$ cat src/rtl/hyperram_tester_pkg.sv
// Shared types and constants for the HyperRAM AXI traffic generator/checker.
// Holds the FSM state enum, AXI encodings and the LFSR step function.
package hyperram_tester_pkg;

    typedef enum logic [2:0] {
        ST_IDLE,
        ST_WA,
        ST_WD,
        ST_WB,
        ST_RA,
        ST_RD,
        ST_FIN
    } state_t;

    localparam logic [2:0]  AXI_SIZE_4B    = 3'b010;
    localparam logic [1:0]  AXI_BURST_INCR = 2'b01;
    localparam logic [1:0]  AXI_RESP_OKAY  = 2'b00;
    localparam logic [31:0] LFSR_TAPS      = 32'h8020_0003;

    // Right-shifting Galois step for x^32+x^22+x^2+x+1
    function automatic logic [31:0] lfsr_next(input logic [31:0] v);
        return (v >> 1) ^ (v[0] ? LFSR_TAPS : 32'h0);
    endfunction

endpackage

$ cat src/rtl/hyperram_axi_tester_if.sv
// AXI4 write/read channel bundle between the tester (master) and the HyperRAM controller (slave).
interface hyperram_axi_tester_if;
    logic [31:0] awaddr;
    logic [7:0]  awlen;
    logic [2:0]  awsize;
    logic [1:0]  awburst;
    logic        awvalid;
    logic        awready;

    logic [31:0] wdata;
    logic [3:0]  wstrb;
    logic        wlast;
    logic        wvalid;
    logic        wready;

    logic [1:0]  bresp;
    logic        bvalid;
    logic        bready;

    logic [31:0] araddr;
    logic [7:0]  arlen;
    logic [2:0]  arsize;
    logic [1:0]  arburst;
    logic        arvalid;
    logic        arready;

    logic [31:0] rdata;
    logic [1:0]  rresp;
    logic        rlast;
    logic        rvalid;
    logic        rready;

    modport master (
        output awaddr, awlen, awsize, awburst, awvalid,
        input  awready,
        output wdata, wstrb, wlast, wvalid,
        input  wready,
        input  bresp, bvalid,
        output bready,
        output araddr, arlen, arsize, arburst, arvalid,
        input  arready,
        input  rdata, rresp, rlast, rvalid,
        output rready
    );

    modport slave (
        input  awaddr, awlen, awsize, awburst, awvalid,
        output awready,
        input  wdata, wstrb, wlast, wvalid,
        output wready,
        output bresp, bvalid,
        input  bready,
        input  araddr, arlen, arsize, arburst, arvalid,
        output arready,
        output rdata, rresp, rlast, rvalid,
        input  rready
    );
endinterface

$ cat src/rtl/hyperram_lfsr32.sv
// 32-bit Galois LFSR pattern generator: load has priority over advance.
module hyperram_lfsr32
    import hyperram_tester_pkg::*;
(
    input  logic        clk,
    input  logic        rst_n,
    input  logic        load,
    input  logic [31:0] seed,
    input  logic        advance,
    output logic [31:0] value
);

    always_ff @(posedge clk or negedge rst_n) begin
        if (!rst_n) begin
            value <= '0;
        end else if (load) begin
            value <= seed;
        end else if (advance) begin
            value <= lfsr_next(value);
        end
    end

endmodule

$ cat src/rtl/hyperram_axi_tester.sv
// AXI4 burst write/readback tester for the HyperRAM controller.
// Define HYPR_TESTER_ERRCAPTURE_EN to add first-mismatch capture ports err_addr/err_exp/err_act.
module hyperram_axi_tester
    import hyperram_tester_pkg::*;
#(
    parameter logic [31:0] BASE_ADDR = 32'h0,
    parameter int unsigned BURST_LEN = 16,
    parameter int unsigned CNT_W     = 16
) (
    input  logic                 s_axi_aclk,
    input  logic                 s_axi_aresetn,
    hyperram_axi_tester_if.master m_axi,
    input  logic                 start,
    input  logic [CNT_W-1:0]     num_bursts,
    input  logic [31:0]          seed,
    output logic                 busy,
    output logic                 done,
    output logic                 pass,
    output logic [CNT_W-1:0]     err_count
`ifdef HYPR_TESTER_ERRCAPTURE_EN
    ,
    output logic [31:0]          err_addr,
    output logic [31:0]          err_exp,
    output logic [31:0]          err_act
`endif
);

    localparam logic [31:0]      STRIDE    = 32'(BURST_LEN * 4);
    localparam logic [8:0]       LAST_BEAT = 9'(BURST_LEN - 1);
    localparam logic [7:0]       AXLEN     = 8'(BURST_LEN - 1);
    localparam logic [CNT_W-1:0] ONE       = CNT_W'(1);

    state_t           state;
    logic [CNT_W-1:0] nb_r;
    logic [CNT_W-1:0] burst_idx;
    logic [31:0]      seed_r;
    logic [31:0]      addr;
    logic [8:0]       beat;
    logic             awvalid_r, wvalid_r, wlast_r, bready_r, arvalid_r, rready_r;
`ifdef HYPR_TESTER_ERRCAPTURE_EN
    logic             err_seen;
`endif

    logic [31:0] lfsr_val;
    logic [31:0] seed_fix;
    logic [31:0] lfsr_seed;
    logic        lfsr_load;
    logic        lfsr_adv;
    logic        w_hs;
    logic        r_hs;
    logic        last_burst;
    logic        data_bad;
    logic        resp_bad;
    logic        last_bad;
    logic [1:0]  rd_inc;

    function automatic logic [CNT_W-1:0] sat_add(input logic [CNT_W-1:0] cnt, input logic [1:0] inc);
        logic [CNT_W:0] sum;
        sum = {1'b0, cnt} + {{(CNT_W-1){1'b0}}, inc};
        return sum[CNT_W] ? '1 : sum[CNT_W-1:0];
    endfunction

    assign seed_fix   = (seed == 32'h0) ? 32'h1 : seed;
    assign w_hs       = wvalid_r & m_axi.wready;
    assign r_hs       = rready_r & m_axi.rvalid;
    assign last_burst = (burst_idx == nb_r - ONE);

    // Reload on the last write response so burst 0 of the read phase replays the write pattern
    assign lfsr_load = ((state == ST_IDLE) && start)
                     || ((state == ST_WB) && m_axi.bvalid && last_burst);
    assign lfsr_seed = (state == ST_IDLE) ? seed_fix : seed_r;
    assign lfsr_adv  = w_hs | r_hs;

    assign data_bad = (m_axi.rdata != lfsr_val);
    assign resp_bad = (m_axi.rresp != AXI_RESP_OKAY);
    assign last_bad = (m_axi.rlast != (beat == LAST_BEAT));
    assign rd_inc   = {1'b0, data_bad | resp_bad} + {1'b0, last_bad};

    hyperram_lfsr32 u_lfsr (
        .clk     (s_axi_aclk),
        .rst_n   (s_axi_aresetn),
        .load    (lfsr_load),
        .seed    (lfsr_seed),
        .advance (lfsr_adv),
        .value   (lfsr_val)
    );

    // Payloads are gated by their valid so every output reads 0 in reset and between transfers
    assign m_axi.awaddr  = awvalid_r ? addr           : '0;
    assign m_axi.awlen   = awvalid_r ? AXLEN          : '0;
    assign m_axi.awsize  = awvalid_r ? AXI_SIZE_4B    : '0;
    assign m_axi.awburst = awvalid_r ? AXI_BURST_INCR : '0;
    assign m_axi.awvalid = awvalid_r;
    assign m_axi.wdata   = wvalid_r  ? lfsr_val       : '0;
    assign m_axi.wstrb   = wvalid_r  ? 4'hF           : '0;
    assign m_axi.wlast   = wlast_r;
    assign m_axi.wvalid  = wvalid_r;
    assign m_axi.bready  = bready_r;
    assign m_axi.araddr  = arvalid_r ? addr           : '0;
    assign m_axi.arlen   = arvalid_r ? AXLEN          : '0;
    assign m_axi.arsize  = arvalid_r ? AXI_SIZE_4B    : '0;
    assign m_axi.arburst = arvalid_r ? AXI_BURST_INCR : '0;
    assign m_axi.arvalid = arvalid_r;
    assign m_axi.rready  = rready_r;

    always_ff @(posedge s_axi_aclk or negedge s_axi_aresetn) begin
        if (!s_axi_aresetn) begin
            state     <= ST_IDLE;
            nb_r      <= '0;
            burst_idx <= '0;
            seed_r    <= '0;
            addr      <= '0;
            beat      <= '0;
            awvalid_r <= 1'b0;
            wvalid_r  <= 1'b0;
            wlast_r   <= 1'b0;
            bready_r  <= 1'b0;
            arvalid_r <= 1'b0;
            rready_r  <= 1'b0;
            busy      <= 1'b0;
            done      <= 1'b0;
            pass      <= 1'b0;
            err_count <= '0;
`ifdef HYPR_TESTER_ERRCAPTURE_EN
            err_seen  <= 1'b0;
            err_addr  <= '0;
            err_exp   <= '0;
            err_act   <= '0;
`endif
        end else begin
            case (state)
                ST_IDLE: begin
                    if (start) begin
                        nb_r      <= num_bursts;
                        seed_r    <= seed_fix;
                        burst_idx <= '0;
                        addr      <= BASE_ADDR;
                        beat      <= '0;
                        busy      <= 1'b1;
                        done      <= 1'b0;
                        pass      <= 1'b0;
                        err_count <= '0;
`ifdef HYPR_TESTER_ERRCAPTURE_EN
                        err_seen  <= 1'b0;
                        err_addr  <= '0;
                        err_exp   <= '0;
                        err_act   <= '0;
`endif
                        if (num_bursts == '0) begin
                            state <= ST_FIN;
                        end else begin
                            awvalid_r <= 1'b1;
                            state     <= ST_WA;
                        end
                    end
                end

                ST_WA: begin
                    if (m_axi.awready) begin
                        awvalid_r <= 1'b0;
                        wvalid_r  <= 1'b1;
                        beat      <= '0;
                        wlast_r   <= (LAST_BEAT == 9'd0);
                        state     <= ST_WD;
                    end
                end

                ST_WD: begin
                    if (m_axi.wready) begin
                        if (wlast_r) begin
                            wvalid_r <= 1'b0;
                            wlast_r  <= 1'b0;
                            bready_r <= 1'b1;
                            state    <= ST_WB;
                        end else begin
                            beat    <= beat + 9'd1;
                            wlast_r <= (beat + 9'd1 == LAST_BEAT);
                        end
                    end
                end

                ST_WB: begin
                    if (m_axi.bvalid) begin
                        bready_r <= 1'b0;
                        if (m_axi.bresp != AXI_RESP_OKAY) begin
                            err_count <= sat_add(err_count, 2'd1);
                        end
                        if (last_burst) begin
                            burst_idx <= '0;
                            addr      <= BASE_ADDR;
                            arvalid_r <= 1'b1;
                            state     <= ST_RA;
                        end else begin
                            burst_idx <= burst_idx + ONE;
                            addr      <= addr + STRIDE;
                            awvalid_r <= 1'b1;
                            state     <= ST_WA;
                        end
                    end
                end

                ST_RA: begin
                    if (m_axi.arready) begin
                        arvalid_r <= 1'b0;
                        rready_r  <= 1'b1;
                        beat      <= '0;
                        state     <= ST_RD;
                    end
                end

                ST_RD: begin
                    if (m_axi.rvalid) begin
                        err_count <= sat_add(err_count, rd_inc);
`ifdef HYPR_TESTER_ERRCAPTURE_EN
                        if (data_bad && !err_seen) begin
                            err_seen <= 1'b1;
                            err_addr <= addr + (32'(beat) << 2);
                            err_exp  <= lfsr_val;
                            err_act  <= m_axi.rdata;
                        end
`endif
                        if (beat == LAST_BEAT) begin
                            rready_r <= 1'b0;
                            beat     <= '0;
                            if (last_burst) begin
                                state <= ST_FIN;
                            end else begin
                                burst_idx <= burst_idx + ONE;
                                addr      <= addr + STRIDE;
                                arvalid_r <= 1'b1;
                                state     <= ST_RA;
                            end
                        end else begin
                            beat <= beat + 9'd1;
                        end
                    end
                end

                ST_FIN: begin
                    done  <= 1'b1;
                    pass  <= (err_count == '0);
                    busy  <= 1'b0;
                    state <= ST_IDLE;
                end

                default: state <= ST_IDLE;
            endcase
        end
    end

endmodule

$ cat src/flat_wrapper.sv
// flat-port wrapper written by rule: the top's interface ports become plain ports
module hyperram_axi_tester_flat import hyperram_tester_pkg::*;
#(
    parameter logic [31:0] BASE_ADDR = 32'h0,
    parameter int unsigned BURST_LEN = 16,
    parameter int unsigned CNT_W     = 16
)
  (s_axi_aclk, s_axi_aresetn, start, num_bursts, seed, busy, done, pass, err_count, m_axi_awaddr, m_axi_awlen, m_axi_awsize, m_axi_awburst, m_axi_awvalid, m_axi_awready, m_axi_wdata, m_axi_wstrb, m_axi_wlast, m_axi_wvalid, m_axi_wready, m_axi_bresp, m_axi_bvalid, m_axi_bready, m_axi_araddr, m_axi_arlen, m_axi_arsize, m_axi_arburst, m_axi_arvalid, m_axi_arready, m_axi_rdata, m_axi_rresp, m_axi_rlast, m_axi_rvalid, m_axi_rready);
  hyperram_axi_tester_if m_axi_i ();
  input  logic s_axi_aclk;
  input  logic s_axi_aresetn;
  input  logic start;
  input  logic [CNT_W-1:0] num_bursts;
  input  logic [31:0] seed;
  output logic busy;
  output logic done;
  output logic pass;
  output logic [CNT_W-1:0] err_count;
  output wire logic [$bits(m_axi_i.awaddr)-1:0] m_axi_awaddr;
  output wire logic [$bits(m_axi_i.awlen)-1:0] m_axi_awlen;
  output wire logic [$bits(m_axi_i.awsize)-1:0] m_axi_awsize;
  output wire logic [$bits(m_axi_i.awburst)-1:0] m_axi_awburst;
  output wire logic [$bits(m_axi_i.awvalid)-1:0] m_axi_awvalid;
  input wire logic [$bits(m_axi_i.awready)-1:0] m_axi_awready;
  output wire logic [$bits(m_axi_i.wdata)-1:0] m_axi_wdata;
  output wire logic [$bits(m_axi_i.wstrb)-1:0] m_axi_wstrb;
  output wire logic [$bits(m_axi_i.wlast)-1:0] m_axi_wlast;
  output wire logic [$bits(m_axi_i.wvalid)-1:0] m_axi_wvalid;
  input wire logic [$bits(m_axi_i.wready)-1:0] m_axi_wready;
  input wire logic [$bits(m_axi_i.bresp)-1:0] m_axi_bresp;
  input wire logic [$bits(m_axi_i.bvalid)-1:0] m_axi_bvalid;
  output wire logic [$bits(m_axi_i.bready)-1:0] m_axi_bready;
  output wire logic [$bits(m_axi_i.araddr)-1:0] m_axi_araddr;
  output wire logic [$bits(m_axi_i.arlen)-1:0] m_axi_arlen;
  output wire logic [$bits(m_axi_i.arsize)-1:0] m_axi_arsize;
  output wire logic [$bits(m_axi_i.arburst)-1:0] m_axi_arburst;
  output wire logic [$bits(m_axi_i.arvalid)-1:0] m_axi_arvalid;
  input wire logic [$bits(m_axi_i.arready)-1:0] m_axi_arready;
  input wire logic [$bits(m_axi_i.rdata)-1:0] m_axi_rdata;
  input wire logic [$bits(m_axi_i.rresp)-1:0] m_axi_rresp;
  input wire logic [$bits(m_axi_i.rlast)-1:0] m_axi_rlast;
  input wire logic [$bits(m_axi_i.rvalid)-1:0] m_axi_rvalid;
  output wire logic [$bits(m_axi_i.rready)-1:0] m_axi_rready;
  assign m_axi_awaddr = m_axi_i.awaddr;
  assign m_axi_awlen = m_axi_i.awlen;
  assign m_axi_awsize = m_axi_i.awsize;
  assign m_axi_awburst = m_axi_i.awburst;
  assign m_axi_awvalid = m_axi_i.awvalid;
  assign m_axi_i.awready = m_axi_awready;
  assign m_axi_wdata = m_axi_i.wdata;
  assign m_axi_wstrb = m_axi_i.wstrb;
  assign m_axi_wlast = m_axi_i.wlast;
  assign m_axi_wvalid = m_axi_i.wvalid;
  assign m_axi_i.wready = m_axi_wready;
  assign m_axi_i.bresp = m_axi_bresp;
  assign m_axi_i.bvalid = m_axi_bvalid;
  assign m_axi_bready = m_axi_i.bready;
  assign m_axi_araddr = m_axi_i.araddr;
  assign m_axi_arlen = m_axi_i.arlen;
  assign m_axi_arsize = m_axi_i.arsize;
  assign m_axi_arburst = m_axi_i.arburst;
  assign m_axi_arvalid = m_axi_i.arvalid;
  assign m_axi_i.arready = m_axi_arready;
  assign m_axi_i.rdata = m_axi_rdata;
  assign m_axi_i.rresp = m_axi_rresp;
  assign m_axi_i.rlast = m_axi_rlast;
  assign m_axi_i.rvalid = m_axi_rvalid;
  assign m_axi_rready = m_axi_i.rready;
  hyperram_axi_tester #(.BASE_ADDR(BASE_ADDR), .BURST_LEN(BURST_LEN), .CNT_W(CNT_W)) u_core (.s_axi_aclk(s_axi_aclk), .s_axi_aresetn(s_axi_aresetn), .m_axi(m_axi_i), .start(start), .num_bursts(num_bursts), .seed(seed), .busy(busy), .done(done), .pass(pass), .err_count(err_count));
endmodule
$ cat config.mk
export PLATFORM = sky130hd
export DESIGN_NAME = hyperram_axi_tester_flat
export DESIGN_NICKNAME = d
export VERILOG_FILES = /design/src/rtl/hyperram_tester_pkg.sv /design/src/rtl/hyperram_axi_tester_if.sv /design/src/rtl/hyperram_lfsr32.sv /design/src/rtl/hyperram_axi_tester.sv /design/src/flat_wrapper.sv
export SDC_FILE = /design/constraint.sdc
export NUM_CORES = 1
export LEC_CHECK = 0
export CAP_MARGIN = 20
export CORE_MARGIN = 1
export CORE_UTILIZATION = 51
export DETAILED_ROUTE_END_ITERATION = 16
export PLACE_DENSITY = 0.92
export SYNTH_ARGS = -nofsm -noshare
export SYNTH_HDL_FRONTEND = slang
export SYNTH_SLANG_ARGS = --single-unit
$ cat constraint.sdc
create_clock -name s_axi_aclk -period 4.5 [get_ports s_axi_aclk]
set_input_delay 0.675 -clock s_axi_aclk [delete_from_list [all_inputs] [get_ports s_axi_aclk]]
set_output_delay 0.675 -clock s_axi_aclk [all_outputs]
set_load 0.02 [all_outputs]
== Yosys cells after proc, flatten, opt, wreduce, memory -nomap -nowiden ==
Cells that the tools add are included.

* Reductions and logical operators: 31
* Eq/ne operators: 25
* Mux-type cells: 87
* Add/subtract/negate cells: 7
* Bitwise operators: 5

{| class="wikitable"
|+ Operators with widths
! operator !! number
|-
| 32-bit 2-to-1 mux || 14
|-
| 16-bit 2-to-1 mux || 11
|-
| 16-bit case mux with 3 select lines || 2
|-
| 32-bit case mux with 3 select lines || 1
|-
| 9-bit 2-to-1 mux || 7
|-
| 9-bit case mux with 5 select lines || 1
|-
| 32-bit by 7-bit adder with 32-bit output, second input constant || 1
|-
| 16-bit zero test || 2
|-
| 32-bit zero test || 1
|-
| 32-bit inequality test || 1
|-
| 31-bit by 32-bit XOR with 32-bit output || 1
|-
| 3-bit 2-to-1 mux || 10
|-
| 1-bit 2-to-1 mux || 25
|-
| 2-bit inequality test, second input constant || 11
|-
| 9-bit by 4-bit == test with 1-bit output, second input constant || 2
|-
| 3-bit case mux with 6 select lines || 1
|-
| 16-bit by 1-bit adder with 17-bit output, second input constant || 1
|-
| 16-bit by 2-bit adder with 17-bit output || 1
|-
| 16-bit by 1-bit adder with 16-bit output, second input constant || 1
|-
| 16-bit == test || 1
|-
| 16-bit by 1-bit subtractor with 16-bit output, second input constant || 1
|-
| 1-bit case mux with 2 select lines || 7
|-
| 7-bit AND reduction || 2
|-
| 2-bit nonzero test || 7
|-
| other kinds (23) || 43
|}

* Input port bits: 93
* Word-level logic and storage cells: 172
* Output and inout bits: 151
* Register bits after elaboration: 165

== Longest topological paths before layout ==
* Depth after elaboration: 7
* Depth in mapped cells: 17
* Gate-level depth less buffers: 16

== Cells and area by module ==
From an unflattened synthesis, not the netlist that was laid out.

* Cells, all modules: 1151
* Area, all modules: 10490.1 um^2

{| class="wikitable"
|+ Modules (own cells, without submodules)
! module !! cells each !! instances !! sequential area each (um^2) !! area each (um^2)
|-
| hyperram_axi_tester || 1008 || 1 || 3178.0 || 8961.1
|-
| hyperram_lfsr32 || 143 || 1 || 800.8 || 1529.0
|}

== Least setup slack after synthesis ==
Ideal clock, no wire load.

* Path type: in2reg
* From: input m_axi_rdata[10]
* To: register u_core.err_count[15]
* Required time: 4381 ps
* Stages: 17
* Buffers on the path: 1
* Data arrival time: 3230 ps
* Setup time: 119 ps
* Slack: 1151 ps
* Cells stage by stage: xnor2_1 nand4_1 nor4_1 nand4_1 nor4_1 fa_1 inv_1 ha_1 and3_1 nand3_1 or2_2 clkbuf_1 and2_1 and3_1 o21ai_0 a21oi_1 nor2_1

* Word-level cells in the longest chain between the ends: 7

{| class="wikitable"
|+ Ends and longest elaborated chain
! item !! RTL line !! text
|-
| start, declared || flat_wrapper.sv:39 || <nowiki>input wire logic [$bits(m_axi_i.rdata)-1:0] m_axi_rdata;</nowiki>
|-
| 32-bit inequality test || hyperram_axi_tester.sv:74 || <nowiki>assign data_bad = (m_axi.rdata != lfsr_val);</nowiki>
|-
| 1-bit OR || hyperram_axi_tester.sv:77 || <nowiki>assign rd_inc = {1'b0, data_bad | resp_bad} + {1'b0, last_bad};</nowiki>
|-
| 1-bit by 1-bit adder with 2-bit output || hyperram_axi_tester.sv:77 ||
|-
| 16-bit by 2-bit adder with 17-bit output || hyperram_axi_tester.sv:59 || <nowiki>sum = {1'b0, cnt} + {{(CNT_W-1){1'b0}}, inc};</nowiki>
|-
| 16-bit 2-to-1 mux || hyperram_axi_tester.sv:60 || <nowiki>return sum[CNT_W] ? '1 : sum[CNT_W-1:0];</nowiki>
|-
| 16-bit 2-to-1 mux || hyperram_axi_tester.sv:212 || <nowiki>if (m_axi.rvalid) begin</nowiki>
|-
| 16-bit case mux with 3 select lines || hyperram_axi_tester.sv:131 || <nowiki>case (state)</nowiki>
|-
| end signal, assigned || hyperram_axi_tester.sv:186 || <nowiki>err_count <= sat_add(err_count, 2'd1);</nowiki>
|-
| end signal, assigned || hyperram_axi_tester.sv:213 || <nowiki>err_count <= sat_add(err_count, rd_inc);</nowiki>
|-
| end, declared || hyperram_axi_tester.sv:19 || <nowiki>output logic [CNT_W-1:0] err_count</nowiki>
|}

Every way passes these cells. The select of a mux whose other input is x is not followed.
A chain may end at the register's enable or synchronous reset.

== Worst setup path in the final report ==
* From: register u_core.nb_r[3]
* To: register u_core.u_lfsr.value[13]

* Word-level cells in the longest chain between the ends: 5
* Elaborated cells on any way between the ends: 6
* Classes of those cells: 1 x add/sub; 1 x eq/ne; 1 x mux; 3 x reduce/logical

{| class="wikitable"
|+ Ends and longest elaborated chain
! item !! RTL line !! text
|-
| start, declared || hyperram_axi_tester.sv:34 || <nowiki>logic [CNT_W-1:0] nb_r;</nowiki>
|-
| start signal, assigned || hyperram_axi_tester.sv:134 || <nowiki>nb_r <= num_bursts;</nowiki>
|-
| 16-bit by 1-bit subtractor with 16-bit output * || hyperram_axi_tester.sv:66 || <nowiki>assign last_burst = (burst_idx == nb_r - ONE);</nowiki>
|-
| 16-bit == test * || hyperram_axi_tester.sv:66 ||
|-
| 1-bit logical AND * || hyperram_axi_tester.sv:70 || <nowiki>|| ((state == ST_WB) && m_axi.bvalid && last_burst);</nowiki>
|-
| 1-bit logical OR * || hyperram_axi_tester.sv:70 ||
|-
| 32-bit 2-to-1 mux or 2-bit nonzero test (tied branches) || -- ||
|-
| end signal, assigned || hyperram_lfsr32.sv:19 || <nowiki>value <= lfsr_next(value);</nowiki>
|-
| end, declared || hyperram_lfsr32.sv:10 || <nowiki>output logic [31:0] value</nowiki>
|}

Every way passes the cells marked *; elsewhere a longest branch is shown, timed or not.

==> impl.org <==
** Status
- The run finished with clean final reports.

** Worst setup path
- Startpoint type of the worst setup path :: flop
- At the worst endpoint, the arrival time is roughly 4000 ps.
- Max Fanout on Critical Path :: 67
- Type of destination of the critical path :: flop
- Category of the most critical setup path :: flop to flop
- Required time at the endpoint of the critical path :: 4780 ps
- Chain of cells forming the critical path :: or4_1 -> nor4_1 -> xnor2_1 -> nand4_1 -> nor4_4 -> o21bai_4 -> buf_4 -> a211oi_1 -> a31oi_1
- The largest single stage delay on the critical path is ~730 ps.
- Cell at the slowest stage of the critical path :: sky130_fd_sc_hd__or4_1

** Flow run
- Across the run, the number of max-cap violations was 0.

** Timing
- Shortest period the worst path allows :: approximately 3700 ps
- Final-report max-slew violation count :: 0
- For the pin with the worst max-slew slack, the measured transition is 881 ps.
- Measured against its own limit, the worst slew margin works out to 0.413.
- Setup repair after global routing left no endpoint under its margin.
- Post-route fraction of the period consumed by the critical path :: 0.827
- Setup violations remaining at the end of the flow were counted as 0.
- Hold Vio Cnt, Final :: 0
- Peak Freq :: between 200 and 300 MHz
- Across all setup checks in the final design, the least slack found is between 700 and 800 ps.
- Final setup TNS :: 0 ps
- Final worst hold slack :: roughly 110 ps
- Clock Skews :: about 13 ps

** Die
- The core region is just under 0.02 mm^2.
- The floorplan step defined a die boundary enclosing around 0.021 mm^2.
- The floorplan has between 50 and 60 rows.
- ~240 I/O pins were placed.
- For this configuration, the core starts out at a cell density of 0.528.
- In this run the vertical extent of the chip is approximately 140 um.
- The die is about 140 um wide.

** Power
- Part of the total power dissipated in combinational logic :: 0.445
- VDD sags by at most between 0.3 and 0.4 mV.
- The internal power of the cells totals approximately 4.3 mW.
- The share of total power dissipated in the clock network is 0.210.
- Seq pwr share :: 0.345
- Total Power Consumption :: roughly 7.3 mW
- Switching Fraction :: 0.413
- Net switching power figure :: 3.00 mW
- In this run the power density over the cells is about 550 mW/mm^2.
- For this design the static power due to leakage is approximately 5.3 nW.

** Layout
- Fin nets :: about 1,500
- Non-filler instance count after layout :: about 1,700
- Fraction of final layout cells with drive strength greater than 1 :: 0.0850
- Measured on the finished design, the core utilization comes to 0.674.
- The repair_antennas step left the layout with diodes totalling 0.
- Area of combinational cells with multiple inputs :: 0.00586 mm^2
- Fillcell total :: roughly 1,500
- Seq. cell area :: 0.00398 mm^2
- After routing the design area is 0.0133 mm^2.
- The area growth from synthesis to layout is 27.7%.

** Drt
- Vias :: around 10,000
- Dividing the detail-routed wire length by the instance count gives 18.3 um.
- For this run, the detailed router's first-pass iteration total came to 6.
- Via density per instance :: ~6.0
- Number of nets with antenna violations after detailed routing :: 0
- For this run, design rule violations remaining after detail routing come to 0.
- Wire length after detailed routing :: 30,500 um
- Drt initial violations :: around 760

** Synth
- Leading area contributor after synthesis :: sky130_fd_sc_hd__dfrtp_1
- Xor and xnor fraction of the mapped netlist area :: 0.0648
- The synthesized design contains about 160 register bits.
- Most common library cells after synthesis :: 159 x sky130_fd_sc_hd__dfrtp_1, 116 x sky130_fd_sc_hd__nand2_1, 88 x sky130_fd_sc_hd__and2_1
- Combinational family with the most area after synthesis :: simple AND/OR/NAND/NOR gates
- Warning count from the yosys run :: 0
- After synthesis, the netlist uses 60 different library cells.
- Of the total synthesized cell area, the portion taken by full adders, half adders and majority gates is 0.0115.
- Ranked by total cell area, the synthesized netlist is headed by sky130_fd_sc_hd__dfrtp_1 38%, sky130_fd_sc_hd__and2_1 5.3%, sky130_fd_sc_hd__mux2_2 4.8%.
- The portion of synthesized area spent on multiplexers is 0.0505.
- Syn Std Cell Area :: ~0.010 mm^2
- Area fraction of the dominant cell type after synthesis :: 0.382
- Count of flip-flops with a built-in enable after synthesis :: 0
- Sequential area share after synthesis :: 0.382
- Among all flip-flop cells after synthesis, the most frequent one is sky130_fd_sc_hd__dfrtp_1.
- Post-synthesis async set-or-reset flop share :: 1.00
- Syn avg cell area :: about 8.6 um^2
- Synthesis handed over a netlist of 1,217 instances.
- Of the total synthesized cell area, the portion taken by AND, OR, NAND and NOR gates is 0.263.
- Top-count cell post-synth :: sky130_fd_sc_hd__dfrtp_1
- Fraction of the mapped netlist area in compound gates :: 0.161

** Hold path
- Path class of the lowest-slack min-delay path :: input pin to async pin

** Global route
- Global routing met2 resource utilization :: 0.496
- For met1 alone, demand over resource in global routing was 0.363.
- Antenna violations before repair :: 0
- In this run the most used layer during global routing was met2.
- Global routing finished with a remaining overflow of 0.
- Largest net degree at the start of global routing :: 108
- For this run, global-route usage on met3 was measured as 0.0625.
- The via count of the first global-routing pass was around 9,300.
- Total track usage :: 0.294
- Wire length of the first global-routing pass :: between 40,000 and 50,000 um

** Placement
- Number of placed cells counting well taps :: between 1,500 and 2,000
- Routability-driven placement finished with a final weighted congestion of around 0.94.
- Worst slack at placement :: roughly 500 ps
- The HPWL after detailed placement is around 21,000 um.
- Once placement finished, the instance area stood at 0.0126 mm^2.
- Port buffering added roughly 220 buffers.

** CTS
- Clock latency on the worst-skew pair, taken at its later pin, is approximately 440 ps.
- Clock slew seen by the registers of the worst setup and hold paths :: about 70 ps
- After clock tree synthesis, the flow added hold-fix buffers numbering 0.
- Maximum root-to-sink buffer count :: 2
- For this design, the sink count on the clock tree is 159.
- Number of buffers inserted to repair setup after CTS :: 0
- TritonCTS built the clock tree.
- TritonCTS created 17 clock buffers.
- The number of gates resized after CTS was 0.
- Clock root cell :: sky130_fd_sc_hd__clkbuf_16
- Depth of the CTS H-tree :: 4
[power groups by stage]
stage | clock, mW | combinational, mW | sequential [mW]
after CTS | 1.54 | 3.22 | 2.49
after detailed placement | 0 | 3.18 | 2.49
after floorplan | 0 | 2.23 | 2.24
after global routing | 1.60 | 3.50 | 2.56
after global placement | 0 | 3.09 | 2.47
final | 1.53 | 3.24 | 2.51
[worst paths after layout]
check                      cells after the start                      end            from  slack (ps)
setup / recovery                               9  u_core.u_lfsr.value[13]  u_core.nb_r[3]         780
hold / removal                                 1           u_core.beat[7]   s_axi_aresetn         110
setup reg to reg                               9  u_core.u_lfsr.value[13]  u_core.nb_r[3]         780
hold reg to reg                                1              u_core.busy     u_core.busy         490
max in group asynchronous                      3           u_core.nb_r[0]   s_axi_aresetn        3290
min in group s_axi_aclk                        1              u_core.busy     u_core.busy         490
[layout make-up]
class,instances,area share
Inverter,23,0.00649
Clock inverter,13,0.0121
Clock buffer,19,0.0341
Sequential cell,159,0.299
Tap cell,265,0.0249
Multi-Input combinational cell,941,0.441
Timing Repair Buffer,245,0.182
[layer usage]
layer  routed length, um  vias up
met2               15000      533
met5                   0        -
met4                 970        0
li1                    -     4595
met3                2450       83
met1               12000     4830
[worst max-delay path, delay by kind of cell, from the launching register on]
kind / cells / cell delay, ps
buffers and inverters: 1 / 340
and+or+nand+nor: 4 / 1960
AOI/OAI and AO/OA: 3 / 590
xor gates and xnor gates: 1 / 180
DFF: 1 / 470
[placed cells by master (no fill, tap or decap), types with 4 or more instances in the layout]
cell type,count
sky130_fd_sc_hd__conb_1,26
sky130_fd_sc_hd__o21a_1,4
sky130_fd_sc_hd__a21oi_1,67
sky130_fd_sc_hd__o22ai_1,5
sky130_fd_sc_hd__inv_1,23
sky130_fd_sc_hd__a31oi_1,43
sky130_fd_sc_hd__ha_1,8
sky130_fd_sc_hd__dfrtp_1,159
sky130_fd_sc_hd__nor4_1,30
sky130_fd_sc_hd__clkdlybuf4s50_1,216
sky130_fd_sc_hd__nor2_1,64
sky130_fd_sc_hd__o32a_1,4
sky130_fd_sc_hd__clkinv_2,4
sky130_fd_sc_hd__and4_1,5
sky130_fd_sc_hd__buf_4,26
sky130_fd_sc_hd__o21ai_0,75
sky130_fd_sc_hd__nand2_1,116
sky130_fd_sc_hd__clkbuf_16,17
sky130_fd_sc_hd__nor3_1,17
sky130_fd_sc_hd__a211oi_1,33
sky130_fd_sc_hd__o211ai_1,5
sky130_fd_sc_hd__xnor2_1,46
sky130_fd_sc_hd__a21o_1,7
sky130_fd_sc_hd__and3_1,29
sky130_fd_sc_hd__nand3_1,30
sky130_fd_sc_hd__and2_1,88
sky130_fd_sc_hd__mux2_2,44
sky130_fd_sc_hd__nor2b_1,38
sky130_fd_sc_hd__o21bai_1,4
sky130_fd_sc_hd__xor2_1,31
sky130_fd_sc_hd__nand2b_1,11
sky130_fd_sc_hd__nand4_1,33
sky130_fd_sc_hd__or4_1,6
sky130_fd_sc_hd__or3_1,22
sky130_fd_sc_hd__o31ai_1,5
[flip-flops by register name (all words and copies together), names as in the netlist]
register	flops
u_core.addr	26
u_core.beat	9
u_core.burst_idx	16
u_core.busy	1
u_core.done	1
u_core.err_count	16
u_core.m_axi.arvalid	1
u_core.m_axi.awvalid	1
u_core.m_axi.bready	1
u_core.m_axi.rready	1
u_core.m_axi.wlast	1
u_core.m_axi.wvalid	1
u_core.nb_r	16
u_core.pass	1
u_core.seed_r	32
u_core.state	3
u_core.u_lfsr.value	32
[cell families (layout without fill, tap and decap cells)]
| group | Yosys count | in the layout |
|---|---|---|
| flip-flops | 159 | 159 |
| AND/OR/NAND/NOR | 510 | 510 |
| multiplexers | 47 | 47 |
| other | 1 | 26 |
| adder cells (fa/ha/maj) | 9 | 9 |
| AO/OA/AOI/OAI | 272 | 272 |
| buffers and inverters | 142 | 300 |
| XOR/XNOR | 77 | 77 |
(Power assumes the default switching activity.)
